`config.mk`:
```
export PLATFORM = sky130hd
export DESIGN_NAME = lane_tracker
export DESIGN_NICKNAME = d
export VERILOG_FILES = /design/src/rtl/lane_tracker_pkg.sv /design/src/rtl/lane_tracker_geom_calc.sv /design/src/rtl/lane_tracker.sv
export SDC_FILE = /design/constraint.sdc
export NUM_CORES = 1
export LEC_CHECK = 0
export CORE_AREA = 2 2 98 119
export CTS_CLUSTER_SIZE = 10
export DETAILED_ROUTE_END_ITERATION = 10
export DIE_AREA = 0 0 100 121
export GPL_TIMING_DRIVEN = 0
export PLACE_DENSITY = 0.75
export SLEW_MARGIN = 20
export SYNTH_ARGS = -nofsm -noshare
export SYNTH_HDL_FRONTEND = slang
export SYNTH_SLANG_ARGS = --single-unit
```
`constraint.sdc`:
```
create_clock -name clk -period 5.9 [get_ports clk]
set_clock_uncertainty 0.05 [all_clocks]
set_input_delay 0.59 -clock clk [delete_from_list [all_inputs] [get_ports clk]]
set_output_delay 0.59 -clock clk [all_outputs]
set_load 0.02 [all_outputs]
```
`src/rtl/lane_tracker_pkg.sv`:
```
// Shared types and helpers for the lane tracker.
//   trk_state_e : tracker FSM states, encoded as reported on trk_state
//   lane_rec_t  : one lane record {num_lanes, cur_lane, left, right}
//   lane_plausible() : sanity filter applied to every incoming frame
package lane_tracker_pkg;

  localparam int unsigned LANE_W        = 4;
  localparam int unsigned IMG_WIDTH_DEF = 416;
  // Boundary width; IMG_WIDTH-1 must fit in BND_W-1 bits so signed maths has headroom.
  localparam int unsigned BND_W         = $clog2(IMG_WIDTH_DEF) + 1;

  typedef enum logic [1:0] {
    StSearch  = 2'd0,
    StConfirm = 2'd1,
    StTrack   = 2'd2,
    StHold    = 2'd3
  } trk_state_e;

  typedef struct packed {
    logic [LANE_W-1:0] num_lanes;
    logic [LANE_W-1:0] cur_lane;
    logic [BND_W-1:0]  left;
    logic [BND_W-1:0]  right;
  } lane_rec_t;

  function automatic logic lane_plausible(lane_rec_t r, int unsigned img_w);
    return (r.num_lanes != '0) && (r.cur_lane != '0) && (r.cur_lane <= r.num_lanes) &&
           (r.left < r.right) && (32'(r.right) < img_w);
  endfunction

endpackage

```
`src/rtl/lane_tracker_geom_calc.sv`:
```
// Output record stage: on load_i, captures the committed lane record and the geometry derived
// from its boundaries (centre, signed offset from the car centre, departure flags).
//   clk, rst        : clock, synchronous active-high reset
//   load_i          : capture rec_i / lane_chg_i this cycle
//   rec_i           : committed lane record to publish
//   lane_chg_i      : lane-change code accompanying this record
//   *_o             : registered record fields
module lane_tracker_geom_calc
  import lane_tracker_pkg::*;
#(
  parameter int unsigned IMG_WIDTH     = IMG_WIDTH_DEF,
  parameter int unsigned DEPART_MARGIN = 20
) (
  input  logic                    clk,
  input  logic                    rst,
  input  logic                    load_i,
  input  lane_rec_t               rec_i,
  input  logic [1:0]              lane_chg_i,
  output logic [LANE_W-1:0]       num_lanes_o,
  output logic [LANE_W-1:0]       cur_lane_o,
  output logic [BND_W-1:0]        center_o,
  output logic signed [BND_W:0]   offset_o,
  output logic                    depart_l_o,
  output logic                    depart_r_o,
  output logic [1:0]              lane_chg_o
);

  localparam int unsigned BW = BND_W;

  logic [BW-1:0]        center;
  logic signed [BW+1:0] half_s, margin_s, center_s, left_s, right_s, offset_s;
  logic                 depart_l, depart_r;

  always_comb begin
    // Sum in BW+1 bits so the halving never loses the carry.
    center   = BW'(({1'b0, rec_i.left} + {1'b0, rec_i.right}) >> 1);
    half_s   = (BW+2)'(IMG_WIDTH / 2);
    margin_s = (BW+2)'(DEPART_MARGIN);
    center_s = {2'b00, center};
    left_s   = {2'b00, rec_i.left};
    right_s  = {2'b00, rec_i.right};
    offset_s = center_s - half_s;
    depart_l = (half_s - left_s) < margin_s;
    depart_r = (right_s - half_s) < margin_s;
  end

  always_ff @(posedge clk) begin
    if (rst) begin
      num_lanes_o <= '0;
      cur_lane_o  <= '0;
      center_o    <= '0;
      offset_o    <= '0;
      depart_l_o  <= 1'b0;
      depart_r_o  <= 1'b0;
      lane_chg_o  <= 2'b00;
    end else if (load_i) begin
      num_lanes_o <= rec_i.num_lanes;
      cur_lane_o  <= rec_i.cur_lane;
      center_o    <= center;
      offset_o    <= (BW+1)'(offset_s);
      depart_l_o  <= depart_l;
      depart_r_o  <= depart_r;
      lane_chg_o  <= lane_chg_i;
    end
  end

endmodule

```
`src/rtl/lane_tracker.sv`:
```
// Temporal lane tracker: debounces per-frame lane records, coasts through bad frames, detects
// lane changes and publishes records over a valid/ready handshake.
//   clk, rst                  : clock, synchronous active-high reset
//   dec_*                     : incoming frame record, one per dec_valid cycle
//   trk_valid / trk_ready     : output handshake; record held while valid && !ready
//   trk_*                     : committed record, geometry, lane-change code
//   trk_state                 : current FSM state
//   trk_overrun               : sticky, an unconsumed record was overwritten
module lane_tracker
  import lane_tracker_pkg::*;
#(
  parameter int unsigned IMG_WIDTH      = IMG_WIDTH_DEF,
  parameter int unsigned CONFIRM_FRAMES = 3,
  parameter int unsigned LOST_FRAMES    = 8,
  parameter int unsigned DEPART_MARGIN  = 20
) (
  input  logic                  clk,
  input  logic                  rst,
  input  logic                  dec_valid,
  input  logic [LANE_W-1:0]     dec_num_lanes,
  input  logic [LANE_W-1:0]     dec_cur_lane,
  input  logic [BND_W-1:0]      dec_left_bnd,
  input  logic [BND_W-1:0]      dec_right_bnd,
  output logic                  trk_valid,
  input  logic                  trk_ready,
  output logic [LANE_W-1:0]     trk_num_lanes,
  output logic [LANE_W-1:0]     trk_cur_lane,
  output logic [BND_W-1:0]      trk_center,
  output logic signed [BND_W:0] trk_offset,
  output logic                  trk_depart_l,
  output logic                  trk_depart_r,
  output logic [1:0]            trk_lane_chg,
  output logic [1:0]            trk_state,
  output logic                  trk_overrun
);

  localparam int unsigned CW = $clog2(CONFIRM_FRAMES + 1);
  localparam int unsigned MW = $clog2(LOST_FRAMES + 1);

  trk_state_e        state_q, state_d;
  logic [LANE_W-1:0] cand_num_q, cand_num_d, cand_cur_q, cand_cur_d;
  logic [CW-1:0]     cnt_q, cnt_d;
  lane_rec_t         com_q, com_d;
  logic [LANE_W-1:0] pend_lane_q, pend_lane_d;
  logic [CW-1:0]     pend_cnt_q, pend_cnt_d;
  logic [MW-1:0]     miss_q, miss_d;
  logic              valid_q, valid_d, overrun_q, overrun_d;

  lane_rec_t   frame;
  logic        plaus, match_cand, match_com, adjacent, start_cand, load;
  logic [1:0]  chg_d;
  logic [31:0] pend_next;

  always_comb begin
    frame      = '{num_lanes: dec_num_lanes, cur_lane: dec_cur_lane,
                   left: dec_left_bnd, right: dec_right_bnd};
    plaus      = lane_plausible(frame, IMG_WIDTH);
    match_cand = plaus && (frame.num_lanes == cand_num_q) && (frame.cur_lane == cand_cur_q);
    match_com  = plaus && (frame.num_lanes == com_q.num_lanes) &&
                 (frame.cur_lane == com_q.cur_lane);
    adjacent   = plaus && (frame.num_lanes == com_q.num_lanes) &&
                 ((frame.cur_lane == com_q.cur_lane + 4'd1) ||
                  (frame.cur_lane == com_q.cur_lane - 4'd1));
  end

  always_comb begin
    state_d     = state_q;
    cand_num_d  = cand_num_q;
    cand_cur_d  = cand_cur_q;
    cnt_d       = cnt_q;
    com_d       = com_q;
    pend_lane_d = pend_lane_q;
    pend_cnt_d  = pend_cnt_q;
    miss_d      = miss_q;
    chg_d       = 2'b00;
    start_cand  = 1'b0;
    pend_next   = 32'd1;
    if (dec_valid) begin
      unique case (state_q)
        StSearch: begin
          if (plaus) start_cand = 1'b1;
        end
        StConfirm: begin
          if (match_cand) begin
            if (32'(cnt_q) + 32'd1 >= CONFIRM_FRAMES) begin
              com_d      = frame;
              cnt_d      = CW'(CONFIRM_FRAMES);
              pend_cnt_d = '0;
              miss_d     = '0;
              state_d    = StTrack;
            end else begin
              cnt_d = cnt_q + 1'b1;
            end
          end else if (plaus) begin
            start_cand = 1'b1;
          end else begin
            cnt_d   = '0;
            state_d = StSearch;
          end
        end
        StTrack: begin
          if (match_com) begin
            com_d      = frame;
            pend_cnt_d = '0;
          end else if (adjacent) begin
            // A new target lane restarts the debounce.
            if ((pend_cnt_q != '0) && (pend_lane_q == frame.cur_lane)) begin
              pend_next = 32'(pend_cnt_q) + 32'd1;
            end
            if (pend_next >= CONFIRM_FRAMES) begin
              chg_d      = (frame.cur_lane > com_q.cur_lane) ? 2'b10 : 2'b01;
              com_d      = frame;
              pend_cnt_d = '0;
            end else begin
              pend_cnt_d  = CW'(pend_next);
              pend_lane_d = frame.cur_lane;
            end
          end else if (plaus) begin
            start_cand = 1'b1;
          end else begin
            pend_cnt_d = '0;
            if (LOST_FRAMES == 1) begin
              com_d   = '0;
              miss_d  = '0;
              cnt_d   = '0;
              state_d = StSearch;
            end else begin
              miss_d  = MW'(1);
              state_d = StHold;
            end
          end
        end
        StHold: begin
          if (match_com) begin
            com_d   = frame;
            miss_d  = '0;
            state_d = StTrack;
          end else if (plaus) begin
            start_cand = 1'b1;
          end else if (32'(miss_q) + 32'd1 >= LOST_FRAMES) begin
            com_d   = '0;
            miss_d  = '0;
            cnt_d   = '0;
            state_d = StSearch;
          end else begin
            miss_d = miss_q + 1'b1;
          end
        end
        default: ;
      endcase
      if (start_cand) begin
        cand_num_d = frame.num_lanes;
        cand_cur_d = frame.cur_lane;
        cnt_d      = CW'(1);
        pend_cnt_d = '0;
        miss_d     = '0;
        if (CONFIRM_FRAMES == 1) begin
          com_d   = frame;
          state_d = StTrack;
        end else begin
          state_d = StConfirm;
        end
      end
    end
  end

  // A record is published for every frame that leaves the tracker committed (TRACK or HOLD).
  always_comb begin
    load      = dec_valid && ((state_d == StTrack) || (state_d == StHold));
    valid_d   = load ? 1'b1 : (valid_q && !trk_ready ? 1'b1 : 1'b0);
    overrun_d = overrun_q | (load & valid_q & ~trk_ready);
  end

  always_ff @(posedge clk) begin
    if (rst) begin
      state_q     <= StSearch;
      cand_num_q  <= '0;
      cand_cur_q  <= '0;
      cnt_q       <= '0;
      com_q       <= '0;
      pend_lane_q <= '0;
      pend_cnt_q  <= '0;
      miss_q      <= '0;
      valid_q     <= 1'b0;
      overrun_q   <= 1'b0;
    end else begin
      state_q     <= state_d;
      cand_num_q  <= cand_num_d;
      cand_cur_q  <= cand_cur_d;
      cnt_q       <= cnt_d;
      com_q       <= com_d;
      pend_lane_q <= pend_lane_d;
      pend_cnt_q  <= pend_cnt_d;
      miss_q      <= miss_d;
      valid_q     <= valid_d;
      overrun_q   <= overrun_d;
    end
  end

  lane_tracker_geom_calc #(
    .IMG_WIDTH     (IMG_WIDTH),
    .DEPART_MARGIN (DEPART_MARGIN)
  ) u_geom (
    .clk         (clk),
    .rst         (rst),
    .load_i      (load),
    .rec_i       (com_d),
    .lane_chg_i  (chg_d),
    .num_lanes_o (trk_num_lanes),
    .cur_lane_o  (trk_cur_lane),
    .center_o    (trk_center),
    .offset_o    (trk_offset),
    .depart_l_o  (trk_depart_l),
    .depart_r_o  (trk_depart_r),
    .lane_chg_o  (trk_lane_chg)
  );

  assign trk_valid   = valid_q;
  assign trk_overrun = overrun_q;
  assign trk_state   = state_q;

endmodule

```
==> Word-level counts from Yosys, hierarchy flattened <==
Cells that the tools add are included.
W data, S select, Z words.
{ "word_totals": {"ff_bits": 85, "input_bits": 32} }
{ "op_classes": {"n_lt_le_gt_ge": 9, "mux": 67, "n_reduce_logical": 27, "bitwise": 6, "add_sub_neg": 11, "n_eq_ne": 23} }
{ "op_table": {"columns": ["cell", "count"], "rows": [
  ["$mux W28", 9],
  ["$mux W32", 4],
  ["$pmux W28 S3", 1],
  ["$mux W2", 30],
  ["$mux W4", 9],
  ["$ge A32 B2 Y1 const B", 1],
  ["$eq A4 B4 Y1", 7],
  ["$lt A12 B6 Y1 const B", 2],
  ["$ne A3 B3 Y1 const B", 8],
  ["$sub A10 B8 Y11 const B", 2],
  ["$logic_and A1 B1 Y1", 12],
  ["$pmux W4 S3", 1],
  ["$reduce_bool A4 Y1", 3],
  ["$add A10 B10 Y11", 1],
  ["$sub A8 B10 Y11 const A", 1],
  ["$lt A10 B10 Y1", 1],
  ["$lt A10 B9 Y1 const B", 1],
  ["$reduce_and A5 Y1", 2],
  ["$add A4 B1 Y4 const B", 2],
  ["$eq A2 B2 Y1 const B", 4],
  ["$mux W1", 8],
  ["$ne A4 B4 Y1 const B", 2],
  ["$pmux W2 S2", 2],
  ["$reduce_and A8 Y1", 1],
  ["23 further kinds", 29]
]} }

==> Logic depth before layout (Yosys ltp) <==
Gate-level depths: netlist of the first run.
{ "depth": {"depth_word": 19, "ltp_mapped": 26} }

==> Cells and area by module <==
A second synthesis of the first run with hierarchy kept.
{ "hier_totals": {"hier_cells": 646, "area_unflattened_um2": 5547.8} }
{ "by_module_without_submodules": {"columns": ["module", "instances", "seq_area_each_um2", "area_per_inst_um2", "cells_each"], "rows": [
  ["lane_tracker", 1, 1041.0, 3813.7, 448],
  ["lane_tracker_geom_calc", 1, 580.6, 1734.2, 198]
]} }

==> Least setup slack after synthesis of the first run <==
Ideal clock, no wire load.
{ "synth_path": {"path_kind": "input to register", "startpoint": "in dec_num_lanes[1]", "endpoint": "reg u_geom.offset_o[6]", "path_stages": 26, "t_required_ps": 5718, "setup_time_ps": 132, "arrival_ps": 6168, "path_slack_ps": -451, "path_buffers": 4, "cell_sequence": "clkbuf_1 inv_1 ha_1 nor2b_1 a2111oi_1 o211ai_1 a21oi_1 a21boi_1 or3_1 buf_6 clkbuf_1 clkbuf_1 a22oi_1 fa_1 inv_1 a21o_1 nand4b_1 a32oi_2 a2111o_1 and3_4 or2_1 ha_1 inv_1 xnor3_1 nand2_1 a21oi_1"} }
{ "synth_via": {"elab_chain_cells": 16} }
{ "synth_rtl": {"columns": ["element", "line_no", "rtl"], "rows": [
  ["from (decl)", "lane_tracker.sv:20", "input logic [LANE_W-1:0] dec_num_lanes,"],
  ["parallel branches: the longest is 16 deep, another holds $add A10 B10 Y11", null, null],
  ["to (signal assigned)", "lane_tracker_geom_calc.sv:60", "offset_o <= (BW+1)'(offset_s);"],
  ["to (decl)", "lane_tracker_geom_calc.sv:22", "output logic signed [BND_W:0] offset_o,"]
]} }
Parallel ways; which one is timed is not known. The select of a mux whose other input is x is not followed.
A chain may end at the register's enable or synchronous reset.

==> Worst setup path in the final report of the first run <==
{ "layout_path": {"startpoint": "in dec_left_bnd[9]", "endpoint": "reg u_geom.offset_o[6]"} }
{ "layout_via": {"elab_chain_cells": 14} }
{ "layout_rtl": {"columns": ["element", "line_no", "rtl"], "rows": [
  ["from (decl)", "lane_tracker.sv:22", "input logic [BND_W-1:0] dec_left_bnd,"],
  ["$lt A10 B10 Y1 *", "lane_tracker_pkg.sv:28", "(r.left < r.right) && (32'(r.right) < img_w);"],
  ["$logic_and A1 B1 Y1 *", "lane_tracker_pkg.sv:27", "return (r.num_lanes != '0) && (r.cur_lane != '0) && (r.cur_lane <= r.num_lanes) &&"],
  ["$logic_and A1 B1 Y1 *", "lane_tracker_pkg.sv:28", null],
  ["parallel branches: the longest is 11 deep, another holds $add A10 B10 Y11", null, null]
]} }
Every way passes the cells marked *. The select of a mux whose other input is x is not followed.

==> flow_summary.ini, run 1 <==
[global_route]
grt_pass1_vias = 5305
grt_max_degree = 16
grt_pass1_wl_mm = 27.3
grt_overflow_total = 0
grt.total_usage_pct = 28.7
antenna_found_initial = 0

[synth]
synth_seq_cells = 81
synthDistinctLibCells = 86
synth_nets = 746
synth_warnings = 0
synthFlopType = dfxtp_1
synth.avg_cell_area_um2 = 8.17
yosysSeqAreaShare_pct = 29.4
syn-cell-area_um2 = 5510
async_flop_share_pct = 0
synth_cells = 675
synth_edf_count = 0

[worst_hold_path]
hold_class = register to register

[clocking]
insertion_delay_ns = 0.34
holdBufCountCts = 0
numClockSinks = 81
cts_tree = done
root_buffer = clkbuf_16
htreeDepth = 3
clk_pin_slew_ns = 0.06
clock_path_buffers = 2
cts_buffers = 9

[timing]
finalCritPeriodShare_pct = 97.8
slew_viol_final = 0
worst_pin_slew_ns = 0.725
finalHoldViolations = 0
period_needed_ns = 5.77
max-slew-margin-rel_pct = 51.7
fmax_mhz = 173
setup-violations-final = 0
finalWorstSetupSlack_ns = 0.131

[power]
p_int_w = 0.000968
peakVddDrop_uv = 147
pwr-share-seq_pct = 41.2
power_switching_w = 0.000373
cellPowerDensity_nw_per_um2 = 187
combPwrFrac_pct = 13.7
pwr-share-clk_pct = 45.1
p_leak_nw = 2.87
switching_share_pct = 27.8
p_total_w = 0.00134

[detailed_routing]
wirelength_mm = 18.1
initialDrtViolationCount = 402
wl_per_cell_um = 19.9
ant_nets = 0
vias = 5630
via_per_inst = 6.21
drc_errors = 0
first_pass_iters = 7

[job]
maxCapViolCount = 0

[worst_setup_path]
worstPathArrival_ns = 5.92
crit_fanout = 10
path_buf_inv = 6
crit_type = input port to register
worst_path_max_delay_cell = a2111o_1
worstSetupStartpointType = input port
critPathMaxStageDelay_ns = 0.51
worstPathRequired_ns = 6.05
cp_top_family = compound AO/OA/AOI/OAI gates
crit_path_end_kind = register

[die]
ios = 69
coreArea_um2 = 10900
initial_core_util_pct = 50.4
row_count = 42
die-width_um = 100
die_height_um = 121
die_area_um2 = 12100

[run_status]
outcome = finished clean

[placed_design]
port-buffer-count = 62
hpwl_mm = 12.9
place_ws_ns = -1.23
placed_cell_area_um2 = 6330
place.gp.congestion = 0.920

[layout]
drive_gt1_share_pct = 17.4
fin_nets = 841
fillers = 916
area_delta_synth_final_pct = 30.1
multi_input_area_um2 = 3840
finalInstanceArea_um2 = 7170
layout.area.seq_um2 = 1630
diodes = 0
-- cell usage in the layout (no fill, tap or decap), types with 4 or more instances in the layout --
| cell | instances |
|---|---|
| o21ai_0 | 14 |
| o2111ai_1 | 4 |
| dfxtp_1 | 77 |
| nor2_1 | 73 |
| nor4_1 | 4 |
| ha_4 | 7 |
| a22o_1 | 11 |
| clkbuf_16 | 11 |
| nand2b_1 | 9 |
| nand2_1 | 56 |
| or2_2 | 4 |
| nor3_1 | 9 |
| and2_1 | 13 |
| a31oi_1 | 10 |
| o31ai_1 | 4 |
| and3_1 | 4 |
| clkbuf_2 | 6 |
| clkbuf_1 | 21 |
| clkdlybuf4s50_1 | 41 |
| buf_4 | 28 |
| ha_1 | 29 |
| xor2_1 | 17 |
| nand4_1 | 4 |
| a211oi_1 | 16 |
| mux2i_1 | 6 |
| inv_1 | 42 |
| o211ai_1 | 4 |
| nand3_1 | 29 |
| dlymetal6s2s_1 | 12 |
| o21a_1 | 7 |
| a21oi_1 | 48 |
| inv_2 | 4 |
| a22oi_1 | 13 |
| xnor2_1 | 4 |
| a21o_1 | 4 |
-- worst register-to-register path, stage by stage (launching register included) --
cell and delay, ns:
dfxtp_4 0.37, inv_1 0.07, ha_2 0.16, xor3_1 0.46
or4_4 0.46, a21oi_4 0.23, o31ai_4 0.12, o2bb2ai_2 0.16
or3_1 0.33, buf_6 0.14, clkbuf_16 0.16, clkbuf_16 0.17
a22oi_2 0.22, fa_2 0.27, inv_1 0.06, a21o_1 0.21
nand4b_1 0.11, a32oi_2 0.17, a2111o_1 0.51, and3_4 0.22
or2_4 0.25, ha_4 0.17, inv_2 0.06, xnor3_1 0.37
nand2_1 0.07, a21oi_1 0.07
-- per-stage QoR --
| stage | utilization (%) | cells | hold slack [ns] | TNS, ns |
|---|---|---|---|---|
| floorplan | - | 675 | 0.389 | 0 |
| global placement | 57.9 | 869 | 0.400 | -8.22 |
| detailed placement | 57.9 | 869 | 0.400 | -9.41 |
| CTS | 63.4 | 896 | 0.416 | -0.0148 |
| global route | 65.6 | 907 | 0.439 | -0.0467 |
| finish | 65.6 | 907 | 0.414 | 0 |
-- per-layer routing --
metal | track usage [%] | up-vias | part of all wire (%)
li1 | - | 2644 | -
met1 | 36.2 | 2715 | 42
met2 | 48.2 | 226 | 49
met3 | 4.55 | 45 | 5.9
met4 | 12.6 | 0 | 3.2
met5 | 0 | - | 0
-- cell families (layout without fill, tap and decap cells) --
kind of cell / Yosys count / count (layout) / synth area share [%]
adders and majority gates: 39 / 39 / 8.99
and+or+nand+nor: 235 / 235 / 20.8
AOI/OAI and AO/OA: 202 / 202 / 28.4
DFF: 81 / 81 / 29.4
xor gates and xnor gates: 25 / 25 / 4.77
buffers and inverters: 87 / 187 / 6.53
muxes: 6 / 6 / 1.09
-- registers in the layout, summed over array words and instances (netlist names) --
register	count
u_geom.offset_o	11
trk_valid	1
u_geom.cur_lane_o	4
u_geom.num_lanes_o	4
u_geom.center_o	6
pend_lane_q	4
com_q	28
cand_num_q	4
u_geom.depart_l_o	1
miss_q	4
u_geom.lane_chg_o	2
cand_cur_q	4
pend_cnt_q	2
cnt_q	2
u_geom.depart_r_o	1
trk_state	2
trk_overrun	1
-- synth_stat cells (4+ instances only) --
cell type | number | area (um2)
a211o_1 | 4 | 35.0
a211oi_1 | 19 | 143
a21o_1 | 4 | 30.0
a21oi_1 | 51 | 255
a22o_1 | 11 | 96.3
a22oi_1 | 14 | 105
a311oi_1 | 4 | 35.0
a31oi_1 | 10 | 62.6
and2_1 | 13 | 81.3
and3_1 | 6 | 37.5
buf_4 | 4 | 30.0
clkbuf_1 | 29 | 109
dfxtp_1 | 81 | 1620
ha_1 | 38 | 475
inv_1 | 47 | 176
mux2i_1 | 6 | 60.1
nand2_1 | 57 | 214
nand2b_1 | 9 | 56.3
nand3_1 | 29 | 145
nand4_1 | 4 | 25.0
nor2_1 | 75 | 282
nor3_1 | 9 | 45.0
nor4_1 | 8 | 50.1
o2111ai_1 | 4 | 35.0
o211ai_1 | 4 | 30.0
o21a_1 | 9 | 67.6
o21ai_0 | 15 | 75.1
o31ai_1 | 4 | 30.0
or2_2 | 4 | 25.0
xnor2_1 | 4 | 35.0
xor2_1 | 18 | 158
-- final timing paths --
| kind | from | endpoint | slack, ns | cells past startpoint |
|---|---|---|---|---|
| min reg2reg | u_geom.offset_o[6] | u_geom.offset_o[6] | 0.41 | 2 |
| min | u_geom.offset_o[6] | u_geom.offset_o[6] | 0.41 | 2 |
| max reg2reg | com_q[20] | u_geom.offset_o[6] | 0.14 | 25 |
| max | dec_left_bnd[9] | u_geom.offset_o[6] | 0.13 | 25 |
-- cell type report --
cell class	instances	area share [%]
Tap cell	132	2.30
Clock inverter	6	1.05
Buffer	40	3.56
Clock buffer	10	3.33
Inverter	47	2.49
Multi-Input combinational cell	507	53.5
Sequential cell	81	22.7
Timing Repair Buffer	84	11.1
-- power by group through the flow --
stage                     Sequential (W)  Clock [W]  Combinational (W)
after floorplan                 0.000566          0          0.0000901
after global placement          0.000566          0           0.000143
after detailed placement        0.000566          0           0.000147
after CTS                       0.000553   0.000600           0.000167
after global routing            0.000553   0.000626           0.000195
final                           0.000553   0.000604           0.000184
-- what timing repair did --
item	CTS	global route
resized for setup	51	58
gates cloned	0	0
buffers inserted	11	11
pin swaps	20	25
setup endpoints to repair	11	7
No activity file was read; power rests on OpenSTA's default activity.
==> inputs of run 2 (changes only) <==
--- a/config.mk
+++ b/config.mk
@@ -10,7 +10,7 @@
 export DETAILED_ROUTE_END_ITERATION = 10
 export DIE_AREA = 0 0 100 121
 export GPL_TIMING_DRIVEN = 0
-export PLACE_DENSITY = 0.75
+export PLACE_DENSITY = 0.76
 export SLEW_MARGIN = 20
 export SYNTH_ARGS = -nofsm -noshare
 export SYNTH_HDL_FRONTEND = slang
==> run 2 against run 1 <==
Combinational power grew 9.8%. Die area unchanged. Count of clock-buffer cells in the layout shrank 1. Power is 0.47% lower. Critical path depth rose by 1. Fmax grew 0.18%. Setup slack better by 0.010 ns. Wire length increased by 0.85%. Final cell count is 1.9% higher. First-iteration DRC count up 8.0%. Register-to-register slack improved by 0.02 ns. Flip-flop and latch count stayed put. Critical path type unchanged. Largest cell class unchanged.
==> flow_summary.ini, run 2 (synthesis gave the netlist of run 1 again) <==
[layout]
reg_top3 = com_q x28, u_geom.offset_o x11, u_geom.center_o x6
diodes = 0
drive_gt1_share_pct = 17.7
area_delta_synth_final_pct = 31.3
fillers = 910
largest_reg_flops = 28
mostFrequentLayoutCells = dfxtp_1, nor2_1, nand2_1
regMostFlops = com_q
layout_commonest_cell = dfxtp_1
final_core_util_pct = 66.2
fin_nets = 858

[die]
die-width_um = 100
ios = 69
die_height_um = 121
coreArea_um2 = 10900
die_area_um2 = 12100
initial_core_util_pct = 50.4
row_count = 42

[timing]
finalWorstSetupSlack_ns = 0.142
period_needed_ns = 5.76
holdWs_ns = 0.410
max-slew-margin-rel_pct = 53.3
finalCritPeriodShare_pct = 97.6
finalHoldViolations = 0
fmax_mhz = 174
worst_pin_slew_ns = 0.700
setup-violations-final = 0
slew_viol_final = 0
tns_ns = 0

[global_route]
antenna_found_initial = 0
grt_pass1_wl_mm = 28.8
grt_max_degree = 16
grt_overflow_total = 0
grt.total_usage_pct = 30.4
grt_pass1_vias = 5625

[clocking]
numClockSinks = 81
htreeDepth = 3
holdBufCountCts = 0
cts_buffers = 9
clk_pin_slew_ns = 0.07
root_buffer = clkbuf_16
insertion_delay_ns = 0.34
cts_tree = done
clock_path_buffers = 2

[placed_design]
port-buffer-count = 62
place.gp.congestion = 0.972
place_ws_ns = -1.43
hpwl_mm = 13.0

[worst_setup_path]
worst_path_max_delay_cell = a2111o_1
reg2reg_to = u_geom.offset_o[6]
worstSetupStartpointType = input port
worstPathRequired_ns = 6.06
critPathMaxStageDelay_ns = 0.49
r2r_slack_ns = 0.16
worstPathArrival_ns = 5.92
worstRegToRegCells = 25
crit_path_end_kind = register
crit_fanout = 10
crit_type = input port to register
path_buf_inv = 7
cp_top_family = compound AO/OA/AOI/OAI gates
rr_startpoint = com_q[20]

[detailed_routing]
vias = 5753
wl_per_cell_um = 19.7
wirelength_mm = 18.2
first_pass_iters = 6
initialDrtViolationCount = 434
ant_nets = 0
drc_errors = 0
via_per_inst = 6.23

[job]
maxCapViolCount = 0

[worst_hold_path]
hold_path_depth = 2
hold_class = register to register
holdPathEnd = u_geom.center_o[6]
worstHoldStart = u_geom.center_o[6]

[power]
peakVddDrop_uv = 183
p_total_w = 0.00133
cellPowerDensity_nw_per_um2 = 184
p_leak_nw = 2.88

[run_status]
outcome = finished clean
==> run 2: changes by cell type in the layout (fill, tap and decap cells not counted), sizes merged, moves of 5 or more <==
cell           previous run  this run
dlymetal6s2s             12         4
clkbuf                   43        37
buf                      33        51
clkdlybuf4s50            41        49
dlygate4sd2               3         8
==> run 2: cell type report <==
| type | instances | area (um2) | area share [%] |
|---|---|---|---|
| plain buffers | 40 | 243 | 3.35 |
| inverters | 47 | 176 | 2.44 |
| repair buffers | 101 | 917 | 12.7 |
| well taps | 132 | 165 | 2.28 |
| clock buffers | 9 | 225 | 3.11 |
| flip-flops and latches | 81 | 1620 | 22.4 |
| clock inverters | 7 | 78.8 | 1.09 |
| multi-input cells | 507 | 3810 | 52.6 |
==> run 2: routing by layer <==
layer / global-route usage [%] / vias up / share of wire [%]
met2: 51.5 / 266 / 49
li1: - / 2682 / -
met3: 5.53 / 72 / 6.8
met4: 15.2 / 0 / 4.2
met5: 0 / - / 0
met1: 36.6 / 2733 / 40
==> run 2: timing repair <==
action,4_1_cts,5_1_grt
endpoints found under the setup margin,12,24
setup buffers,32,7
pin swaps,18,22
resized for setup,46,34
==> run 2: where the power goes <==
part           internal, W  switching, W  leakage, nW
clock             0.000332      0.000246        0.144
combinational    0.0000856      0.000117         2.08
sequential        0.000550    0.00000361        0.654
total             0.000968      0.000366         2.88
==> run 2: worst register-to-register path, delay by kind of cell, from the launching register on <==
family | cells | cell delay [ns]
AO/OA/AOI/OAI | 8 | 1.67
adder cells (fa/ha/maj) | 3 | 0.63
buffers and inverters | 6 | 0.66
flip-flops | 1 | 0.41
AND/OR/NAND/NOR | 6 | 1.55
XOR/XNOR | 2 | 0.61
==> run 2: metrics by stage <==
stage / std cells / cell area (um2)
after floorplan: 675 / 5540
after global placement: 869 / 6330
after detailed placement: 869 / 6330
after CTS: 917 / 7050
after global routing: 924 / 7240
final: 924 / 7240
==> run 2: how the worst max path moves through the flow <==
stage / from / endpoint / slack, ns / cells past startpoint
after floorplan: dec_num_lanes[1] / u_geom.offset_o[6] / 0.004 / 26
after global placement: dec_right_bnd[9] / u_geom.offset_o[6] / -1.34 / 26
after detailed placement: dec_right_bnd[9] / u_geom.offset_o[6] / -1.43 / 26
after CTS: dec_cur_lane[2] / u_geom.offset_o[6] / -0.04 / 24
after global routing: dec_right_bnd[7] / u_geom.offset_o[6] / -0.04 / 27
final: dec_cur_lane[2] / u_geom.offset_o[6] / 0.14 / 26
